--- src/rtl/vx_div_share_arb.sv ---
// Round-robin arbiter that lends one iterative divider (strobe/busy handshake)
// to NUM_REQS requesters, one operation in flight, returning result and tag to the owner.
module vx_div_share_arb #(
   parameter int NUM_REQS = 4,
   parameter int DATAW    = 64,
   parameter int RESULTW  = 64,
   parameter int TAG_W    = 8,
   parameter int PERF_W   = 32
) (
   input  logic                           clk,
   input  logic                           reset_n,
   input  logic [NUM_REQS-1:0]            req_valid,
   output logic [NUM_REQS-1:0]            req_ready,
   input  logic [NUM_REQS-1:0][DATAW-1:0] req_data,
   input  logic [NUM_REQS-1:0][TAG_W-1:0] req_tag,
   output logic [NUM_REQS-1:0]            rsp_valid,
   input  logic [NUM_REQS-1:0]            rsp_ready,
   output logic [RESULTW-1:0]             rsp_data,
   output logic [TAG_W-1:0]               rsp_tag,
   output logic                           div_strobe,
   output logic [DATAW-1:0]               div_data,
   input  logic                           div_busy,
   input  logic [RESULTW-1:0]             div_result,
   output logic [PERF_W-1:0]              perf_busy_cycles
);
   localparam int IDX_W = (NUM_REQS > 1) ? $clog2(NUM_REQS) : 1;

   typedef enum logic [1:0] {IDLE, BUSY, RESP} state_t;

   state_t              state_reg;
   logic [IDX_W-1:0]    owner_reg;
   logic [IDX_W-1:0]    rr_ptr_reg;
   logic [TAG_W-1:0]    tag_reg;
   logic [RESULTW-1:0]  result_reg;
   logic                busy_seen_reg;
   logic [PERF_W-1:0]   perf_reg;

   logic [NUM_REQS-1:0][IDX_W-1:0] cand_idx;
   logic [NUM_REQS-1:0]            cand_valid;
   logic                           grant_found;
   logic [IDX_W-1:0]               grant_idx;
   logic                           active_idle;
   logic                           fire;
   logic [IDX_W-1:0]               next_ptr;

   // Candidate gi is the requester gi positions after rr_ptr, wrapping at NUM_REQS.
   for (genvar gi = 0; gi < NUM_REQS; gi++) begin : g_cand
      logic [IDX_W:0] sum;
      assign sum = {1'b0, rr_ptr_reg} + (IDX_W+1)'(gi);
      assign cand_idx[gi] = (sum >= (IDX_W+1)'(NUM_REQS)) ?
                            IDX_W'(sum - (IDX_W+1)'(NUM_REQS)) : sum[IDX_W-1:0];
      assign cand_valid[gi] = req_valid[cand_idx[gi]];
   end

   // Walk from the far end so the nearest valid candidate to rr_ptr wins.
   always_comb begin
      grant_found = 1'b0;
      grant_idx   = '0;
      for (int i = NUM_REQS - 1; i >= 0; i--) begin
         if (cand_valid[i]) begin
            grant_found = 1'b1;
            grant_idx   = cand_idx[i];
         end
      end
   end

   // Ready is gated by reset so nothing is offered while reset is held.
   assign active_idle = reset_n && (state_reg == IDLE);
   assign fire        = active_idle && grant_found;
   assign next_ptr    = (owner_reg == IDX_W'(NUM_REQS - 1)) ? '0 : owner_reg + IDX_W'(1);

   for (genvar gi = 0; gi < NUM_REQS; gi++) begin : g_port
      assign req_ready[gi] = fire && (grant_idx == IDX_W'(gi));
      assign rsp_valid[gi] = (state_reg == RESP) && (owner_reg == IDX_W'(gi));
   end

   assign div_strobe       = fire;
   assign div_data         = req_data[grant_idx];
   assign rsp_data         = result_reg;
   assign rsp_tag          = tag_reg;
   assign perf_busy_cycles = perf_reg;

   always_ff @(posedge clk or negedge reset_n) begin
      if (!reset_n) begin
         state_reg     <= IDLE;
         owner_reg     <= '0;
         rr_ptr_reg    <= '0;
         tag_reg       <= '0;
         result_reg    <= '0;
         busy_seen_reg <= 1'b0;
         perf_reg      <= '0;
      end else begin
         if (state_reg != IDLE && perf_reg != '1) begin
            perf_reg <= perf_reg + PERF_W'(1);
         end
         case (state_reg)
            IDLE: begin
               if (fire) begin
                  owner_reg     <= grant_idx;
                  tag_reg       <= req_tag[grant_idx];
                  busy_seen_reg <= 1'b0;
                  state_reg     <= BUSY;
               end
            end
            BUSY: begin
               // A low busy before the divider has ever raised it is not completion.
               if (div_busy) begin
                  busy_seen_reg <= 1'b1;
               end else if (busy_seen_reg) begin
                  result_reg <= div_result;
                  state_reg  <= RESP;
               end
            end
            RESP: begin
               if (rsp_ready[owner_reg]) begin
                  rr_ptr_reg <= next_ptr;
                  state_reg  <= IDLE;
               end
            end
            default: state_reg <= IDLE;
         endcase
      end
   end
endmodule
--- config.mk ---
export PLATFORM = sky130hd
export DESIGN_NAME = vx_div_share_arb
export DESIGN_NICKNAME = d
export VERILOG_FILES = /design/src/rtl/vx_div_share_arb.sv
export SDC_FILE = /design/constraint.sdc
export NUM_CORES = 1
export LEC_CHECK = 0
export CAP_MARGIN = 20
export CORE_AREA = 8 8 205 207
export CTS_BUF_LIST = sky130_fd_sc_hd__clkbuf_2 sky130_fd_sc_hd__clkbuf_4 sky130_fd_sc_hd__clkbuf_8
export DETAILED_ROUTE_END_ITERATION = 8
export DIE_AREA = 0 0 213 215
export GPL_ROUTABILITY_DRIVEN = 0
export PLACE_DENSITY = 0.59
export SETUP_SLACK_MARGIN = 0.5
export SYNTH_ARGS = -nofsm -noshare
export SYNTH_HDL_FRONTEND = slang
export SYNTH_SLANG_ARGS = --single-unit
export TNS_END_PERCENT = 1
--- constraint.sdc ---
create_clock -name clk -period 4.2 [get_ports clk]
set_clock_uncertainty 0.15 [all_clocks]
set_input_delay 0.42 -clock clk [delete_from_list [all_inputs] [get_ports clk]]
set_output_delay 0.42 -clock clk [all_outputs]
set_load 0.01 [all_outputs]
# [After elaboration in Yosys (flattened, before gate mapping)]
# Index checks and enable logic that the tools add are counted.
[word_totals] ff_bits=111 input_bits=363 output_inout_bits=177 wordCells=97
[classes] addsub=9 magnitude_cmp=10 n_eq_ne=14 muxes=35 n_bitwise=1 n_reduce_logical=21
[op_table] op="64-bit binary-select mux with 2-bit select" count=1
[op_table] op="64-bit two-way mux" count=1
[op_table] op="32-bit by 1-bit adder with 32-bit output (second input constant)" count=1
[op_table] op="32-bit != test (second input constant)" count=1
[op_table] op="2-bit two-way mux" count=13
[op_table] op="2-bit by 3-bit less-than comparator with 1-bit output (second input constant)" count=6
[op_table] op="8-bit binary-select mux with 2-bit select" count=1
[op_table] op="1-bit logical AND" count=11
[op_table] op="1-bit two-way mux" count=11
[op_table] op="1-bit binary-select mux with 2-bit select" count=5
[op_table] op="2-bit equality test (second input constant)" count=5
[op_table] op="3-bit >= comparator (second input constant)" count=3
[op_table] op="8-bit two-way mux" count=1
[op_table] op="2-bit != test (second input constant)" count=4
[op_table] op="2-bit by 1-bit subtractor with 2-bit output (second input constant)" count=4
[op_table] op="2-bit by 2-bit adder with 3-bit output (second input constant)" count=2
[op_table] op="2-bit by 1-bit equality test with 1-bit output (second input constant)" count=3
[op_table] op="2-bit zero test" count=3
[op_table] op="2-bit one-hot mux with 3 select lines" count=1
[op_table] op="3-bit AND reduction" count=2
[op_table] op="2-bit AND reduction" count=2
[op_table] op="4-bit AND reduction" count=1
[op_table] op="2-bit nonzero test" count=2
[op_table] op="2-bit by 1-bit adder with 3-bit output (second input constant)" count=1
[op_table] op="other kinds (5)" count=5

# [Logic depth before layout (Yosys ltp)]
# Gate-level depths: netlist of the first run.
[depth] word_depth=12 depth_mapped=7 mapped_depth_nobuf=6

# [Worst setup path before layout of the first run]
# No wires, ideal clock.
[synth_timing] path_type="flip-flop to output port" startpoint="reg rr_ptr_reg[1]" endpoint="out div_data[57]" t_arrival_ns=1.743 required_ns=3.630 slack_ns=1.887 stages_incl_launch_ff=8 n_path_buf=2 path_cell_list="dfrtp_1 mux2i_1 o22ai_2 nor2_2 buf_2 buf_2 mux2i_1 mux2i_1"
[synth_between] elab_chain_cells=11 word_cells_on_any_way=29 cone_classes="add/sub: 7; order compare: 4; mux: 18"
[synth_lines] item="start, declared" line="32" rtl="logic [IDX_W-1:0] rr_ptr_reg;"
[synth_lines] item="start signal, assigned" line="116" rtl="rr_ptr_reg <= next_ptr;"
[synth_lines] item="2-bit by 2-bit adder with 3-bit output" line="49" rtl="assign sum = {1'b0, rr_ptr_reg} + (IDX_W+1)'(gi);"
[synth_lines] item="3-bit >= comparator / 2-bit by 1-bit subtractor with 2-bit output (equally long branches)" line="50, 51"
[synth_lines] item="2-bit two-way mux" line="50" rtl="assign cand_idx[gi] = (sum >= (IDX_W+1)'(NUM_REQS)) ?"
[synth_lines] item="1-bit binary-select mux with 2-bit select" line="52" rtl="assign cand_valid[gi] = req_valid[cand_idx[gi]];"
[synth_lines] item="1-bit two-way mux (implied by the code)" line="52"
[synth_lines] item="2-bit two-way mux (3 in series)" line="60" rtl="if (cand_valid[i]) begin"
[synth_lines] item="2-bit two-way mux (*)" line="60"
[synth_lines] item="64-bit binary-select mux with 2-bit select (*)" line="78" rtl="assign div_data = req_data[grant_idx];"
[synth_lines] item="64-bit two-way mux (implied by the code) (*)" line="78"
[synth_lines] item="end, declared" line="21" rtl="output logic [DATAW-1:0] div_data,"
# Mark *: on every way between the ends. The rest lies on a longest branch, timed or not. The select of a mux whose other input is x is not followed.

# [Final worst setup path of the first run]
[layout_timing] startpoint="in req_valid[2]" endpoint="out div_data[4]"
[layout_between] elab_chain_cells=8 word_cells_on_any_way=14 cone_classes="mux: 14"
[layout_lines] item="start, declared" line="12" rtl="input logic [NUM_REQS-1:0] req_valid,"
[layout_lines] item="1-bit binary-select mux with 2-bit select" line="52"
[layout_lines] item="1-bit two-way mux (implied by the code)" line="52"
[layout_lines] item="2-bit two-way mux (3 in series)" line="60"
[layout_lines] item="2-bit two-way mux (*)" line="60"
[layout_lines] item="64-bit binary-select mux with 2-bit select (*)" line="78"
[layout_lines] item="64-bit two-way mux (implied by the code) (*)" line="78"
# Marked as above.

==> results of run 1 <==
[layer usage]
metal	global-route usage, %	vias to the layer above	wire length, um
met5	0	-	0
met4	1.98	0	269
met1	17.5	3446	14400
met3	5.71	16	3260
met2	28.4	270	19300
li1	-	3358	-
[worst max-delay path by stage]
stage          depth (start not counted)           end
6_report                               9   div_data[4]
5_1_grt                                9   div_data[4]
4_1_cts                                8   div_data[2]
3_5_place_dp                           9   div_data[2]
3_3_place_gp                           9   div_data[2]
2_1_floorplan                          7  div_data[57]
[timing repair]
| item | in CTS | in global routing |
|---|---|---|
| hold buffers | 0 | 0 |
| cloned | 1 | 0 |
| endpoints found under the setup margin | 4 | 14 |
| gates resized for setup | 0 | 1 |
[placed cells by master, fill, tap and decap left out, types with 8 or more instances in the layout]
master,netlist,layout
mux2_2,56,56
clkbuf_8,0,9
buf_4,13,11
clkdlybuf4s50_1,0,538
xnor2_1,13,13
nand3_1,18,18
o211a_1,8,8
mux2i_1,193,193
o21ai_0,13,13
mux2_1,18,18
nand2_1,13,13
nand4_1,18,18
nor2_1,14,13
inv_1,13,13
xor2_1,16,16
dfrtp_1,111,110
[through the flow]
| step | power, mW | hold WS, ns | setup WS, ns | area, um2 |
|---|---|---|---|---|
| finish | 6.70 | -0.0675 | 0.691 | 13500 |
| global route | 7.13 | 0.0403 | 0.500 | 13500 |
| CTS | 6.82 | 0.0280 | 0.588 | 13500 |
| detailed placement | 6.09 | 0.324 | 0.587 | 13200 |
| global placement | 6.06 | 0.317 | 0.647 | 13200 |
| floorplan | 3.80 | -0.0256 | 1.89 | 7160 |
[power groups by stage]
stage | clock network (mW) | registers [mW] | logic [mW]
floorplan | 0 | 1.93 | 1.87
global placement | 0 | 1.78 | 4.27
detailed placement | 0 | 1.79 | 4.29
CTS | 0.695 | 1.77 | 4.36
global route | 0.728 | 1.83 | 4.57
finish | 0.659 | 1.77 | 4.28
[final cells by class]
class | count | area [um2]
Antenna cell | 3 | 7.51
Clock buffer | 9 | 124
Tap cell | 525 | 657
Timing Repair Buffer | 556 | 5620
Clock inverter | 7 | 75.1
Fill cell | 3984 | 25500
Inverter | 14 | 52.6
Multi-Input combinational cell | 457 | 4160
Sequential cell | 111 | 2780
[kinds of logic (layout without fill, tap and decap cells)]
kind of cell / after synthesis / count (layout) / synth area share (%)
buffers and inverters: 49 / 586 / 3.50
other: 0 / 3 / 0
DFF: 111 / 111 / 38.8
AOI/OAI and AO/OA: 40 / 40 / 4.09
xor gates and xnor gates: 29 / 29 / 3.55
muxes: 268 / 268 / 39.0
adders and majority gates: 5 / 5 / 0.874
and+or+nand+nor: 115 / 115 / 10.2
==> metrics.txt, run 1 <==
status=finished with violations; failing checks=hold timing; VDD IR-drop max=0.223 mV; CTS tree=built; CORE AREA=39000 um2; count leader, synth=mux2i_1; Num CTS Buffers=9; H-tree Lvls=3; fmax=285 MHz; Final Util=34.6%; final antenna-violating net count=0; top post-synthesis cells by area=dfrtp_1, mux2i_1, mux2_2; top cell type's share of synthesized area=38.8%; flop2flop setup slack=~1.8 ns; synth cell count leaders=mux2i_1, dfrtp_1, mux2_2; largest net degree at the start of global routing=~110; max cap viols=0; routed length per instance=22.1 um; Pre-Repair DR Iteration Count=5; HP Class=primary input to asynchronous set/reset pin; Syn Area/Cell=between 10 and 15 um2; DRC viols=0; WS Path Type=primary input to output pin; Initial Util=18.4%; most used cell, CP=mux2i_1; Power Dens Cells=498 nW/um2; Routed WL=around 37000 um; Largest register FFs=64; Post-synth ARST share=100%; Mapped Area=7160 um2; clock latency at the later pin of the worst-skew pair=0.38 ns; Top FF cell, synth=dfrtp_1; Chip Height=215 um; critical path capture point type=output pin; RSZ-0062 raised after global routing=false; clock slew at reported path FFs=around 0.11 ns; CP top delay family=buffers and inverters; CP max stage cell=clkdlybuf4s50_1; Post-Layout Cell Count=between 1.5k and 2k; Max clock buf depth=2; I/O Pins=540; post-synthesis cell count=617; port bufs=539; row count=73; Syn. warnings=0; setup repair bufs after CTS=0; share of total power in the clock network=approximately a tenth; CP max stage delay=0.58 ns; Worst R2R End=rsp_tag[0]; Vias/cell=4.22; sequential fraction of design power=around a quarter; DRT iter0 DRCs=between 300 and 400; first-pass GRT wire length=53400 um; Gate power share=63.8%; LEAKAGE=5.48 nW; Final nets=approximately 1.5k; worst setup path start=req_valid[2]; Reg2Reg Depth=6; share of layout cells above drive strength 1=10.1%; grt ovf=0; placed cells=1662; register area share after synthesis=38.8%; number of synthesized flops with an enable pin=0; WP data arrival=between 2 and 3 ns; period utilization=83.5%; Slew Limit Fails=0; total track usage=15.6%; CTS sink count=111; via count=just over 7k; Die X=~210 um; initial antenna violation count=2; die area=approximately 46000 um2; Root Buffer=clkbuf_8; reg2reg start=rr_ptr_reg[1]; Net Sw Power=approximately 2.5 mW; Hold Slack=-0.0675 ns; setup TNS=0 ns; crit-path cells=clkdlybuf4s50_1 > mux2i_1 > o22ai_2 > nor2_4 > buf_12 > buf_4 > mux2i_1 > mux2i_1 > clkdlybuf4s50_1; CP Launch Type=primary input; post-synth net total=985; vias in the first global route=7704; flops & latches, synth=111; post-DP HPWL=31600 um; switch share=approximately 38%; CP bufs+invs=4; Final setup violation count=0; Worst EP required=3.63 ns; worst-margin pin slew=0.870 ns; Tmin final=3.51 ns; synthesis-to-layout area growth=88.3%; largest area contributor in the netlist=dfrtp_1; final hold vios=13; worst-path fanout max=29; Slew headroom=42.0%; Internal=around 4.2 mW; Yosys cell types=55
Note: power is estimated with default switching activity, not from simulation.
==> run 2: changes to the inputs <==
CORE_AREA = 8 8 202 204   (was 8 8 205 207)
DIE_AREA = 0 0 210 212   (was 0 0 213 215)
PLACE_DENSITY = 0.6   (was 0.59)
clock period = 3.3 ns   (was 4.2 ns; I/O delays follow)
==> run 2 against run 1 <==
  * The flow now finishes without violations
  * Non-clock buffer count rose by 69
  * Critical path depth grew 1
  * Sequential power increased by 26%
  * Largest cell class unchanged
==> metrics.txt, run 2 (synthesis gave the netlist of run 1 again) <==
Slew Limit Fails=0 (unchanged); max cap viols=0 (unchanged); fmax=341 MHz; Chip Height=212 um (was 215 um); total track usage=15.8% (was 15.6%); worst-path fanout max=6 (was 29); Largest register FFs=64 (unchanged); grt ovf=0 (unchanged); Final nets=1586 (was 1517); sequential fraction of design power=24.0% (was 26.3%); vias in the first global route=7934 (was 7704); setup TNS=0 ns (unchanged); filler cell count=3819 (was 3984); Routed WL=37300 um (was 37200 um); post-DP HPWL=30800 um (was 31600 um); Root Buffer=clkbuf_8 (unchanged); WS Path Type=register to output pin (was primary input to output pin); routed length per instance=21.4 um (was 22.1 um); RSZ-0062 raised after global routing=true (was false); final antenna-violating net count=0 (unchanged); period utilization=89.0%; final hold vios=0 (was 13); CTS tree=built (unchanged); CORE AREA=37900 um2 (was 39000 um2); largest net degree at the start of global routing=69 (was 112); worst-margin pin slew=0.894 ns (was 0.870 ns); Net Sw Power=3.46 mW (was 2.53 mW); CP bufs+invs=5 (was 4); Initial Util=18.9% (was 18.4%); status=finished clean (was finished with violations); Vias/cell=4.23 (was 4.22); most used cell, CP=buf_12 (was mux2i_1); first-pass GRT wire length=52700 um (was 53400 um); Internal=5.86 mW (was 4.17 mW); highest-count cells in the layout ignoring fill and taps=clkdlybuf4s50_1, mux2i_1, dfrtp_1, mux2_2, buf_4 (was clkdlybuf4s50_1, mux2i_1, dfrtp_1, mux2_2); crit-path cells=mux2i_4 > o22ai_4 > nor2_4 > buf_12 > buf_16 > buf_12 > buf_4 > mux2i_2 > mux2i_1 > buf_2 (was clkdlybuf4s50_1 > mux2i_1 > o22ai_2 > nor2_4 > buf_12 > buf_4 > mux2i_1 > mux2i_1 > clkdlybuf4s50_1); share of total power in the clock network=9.0% (was 9.8%); I/O Pins=540 (unchanged); Final setup violation count=0 (unchanged); CTS Hold Buffers Added=0 (unchanged); via count=7373 (was 7090); CTS sink count=111 (unchanged); Max clock buf depth=2 (unchanged); port bufs=539 (unchanged); critical path capture point type=output pin (unchanged); Tmin final=2.94 ns; die area=44500 um2 (was 45800 um2); Hold Slack=0.0364 ns (was -0.0675 ns); DRT iter0 DRCs=265 (was 306); Die X=210 um (was 213 um); Slew headroom=40.4% (was 42.0%); switch share=37.1% (was 37.8%); LEAKAGE=6.01 nW (was 5.48 nW); Post-DP Area=13500 um2 (was 13200 um2); H-tree Lvls=3 (unchanged); row count=72 (was 73); commonest non-fill, non-tap cell in the layout=clkdlybuf4s50_1 (unchanged); Worst EP required=2.82 ns (was 3.63 ns); placed cells=1678 (was 1662); Post-Layout Cell Count=1742 (was 1682); clock latency at the later pin of the worst-skew pair=0.40 ns (was 0.38 ns); Power Dens Cells=650 nW/um2 (was 498 nW/um2); DRC viols=0 (unchanged); Pre-Repair DR Iteration Count=4 (was 5); synthesis-to-layout area growth=100% (was 88.3%); initial antenna violation count=4 (was 2); clock slew at reported path FFs=0.14 ns (was 0.11 ns); CP top delay family=buffers and inverters (unchanged); CP max stage delay=0.47 ns (was 0.58 ns); Num CTS Buffers=9 (unchanged); share of layout cells above drive strength 1=21.2% (was 10.1%); HP Class=primary input to asynchronous set/reset pin (unchanged); Finished Cell Area=14300 um2 (was 13500 um2); Gate power share=67.0% (was 63.8%); VDD IR-drop max=0.340 mV (was 0.223 mV); CP Launch Type=register (was primary input); CP max stage cell=dfrtp_2 (was clkdlybuf4s50_1); WP data arrival=2.46 ns (was 2.94 ns)
-- run 2: cell count changes in the layout (fill, tap and decap cells not counted), moves of 8 or more --
| cell | delta |
|---|---|
| mux2i_1 | -20 |
| buf_16 | +10 |
| clkdlybuf4s15_2 | +8 |
| buf_2 | +36 |
| mux2i_2 | +13 |
| buf_12 | +11 |
| dlygate4sd2_1 | +9 |
| buf_4 | +42 |
| clkdlybuf4s50_1 | -68 |
| clkdlybuf4s15_1 | +8 |
-- run 2: area by class of cell --
cell class | instances | area (um2) | area share, %
tap | 518 | 648 | 4.53
clock inverter | 6 | 62.6 | 0.437
sequential | 111 | 2780 | 19.4
clock buffer | 10 | 131 | 0.917
multi-input combinational | 457 | 4320 | 30.2
antenna | 1 | 2.50 | 0.0175
timing repair buffer | 625 | 6320 | 44.2
inverter | 14 | 52.6 | 0.367
-- run 2: repair_timing --
action | CTS | global route
resized for setup | 253 | 34
endpoints found under the setup margin | 69 | 69
pin swaps | 4 | 3
gates cloned | 9 | 1
setup buffers | 30 | 7
-- run 2: final timing paths --
check,from,to,slack (ns),depth (start not counted)
min reg2reg,rsp_data[30],rsp_data[30],0.34,1
max in group asynchronous,reset_n,rr_ptr_reg[0],1.76,3
max reg2reg,perf_busy_cycles[0],perf_busy_cycles[2],0.95,6
min in group clk,reset_n,state_reg[0],0.23,4
min,reset_n,perf_busy_cycles[31],0.04,2
max,rr_ptr_reg[1],div_data[26],0.36,10
-- run 2: layer usage --
layer  share of wire [%]  wire length [um]  GRT usage, %  up-vias
met5               0.094                35             0        -
met1                  38             14300          17.9     3556
met2                  52             19400          28.5      300
li1                    -                 -             -     3476
met4                 1.6               609          2.99        6
met3                 8.0              3000          5.68       35
-- run 2: power by group through the flow --
stage                     clock, mW  sequential (mW)  combinational, mW
after floorplan                   0             2.46               2.37
final                         0.842             2.23               6.24
after global routing          0.941             2.32               6.63
after CTS                     0.902             2.24               6.25
after detailed placement          0             2.27               5.74
after global placement            0             2.24               5.72
-- run 2: stage by stage --
stage               utilization [%]  setup WS [ns]  power, mW
global route                   37.8          0.246       9.89
detailed placement             35.6         0.0252       8.01
finish                         37.8          0.364       9.32
global placement               35.6         0.0446       7.96
CTS                            37.6          0.319       9.39
floorplan                         -           1.08       4.83
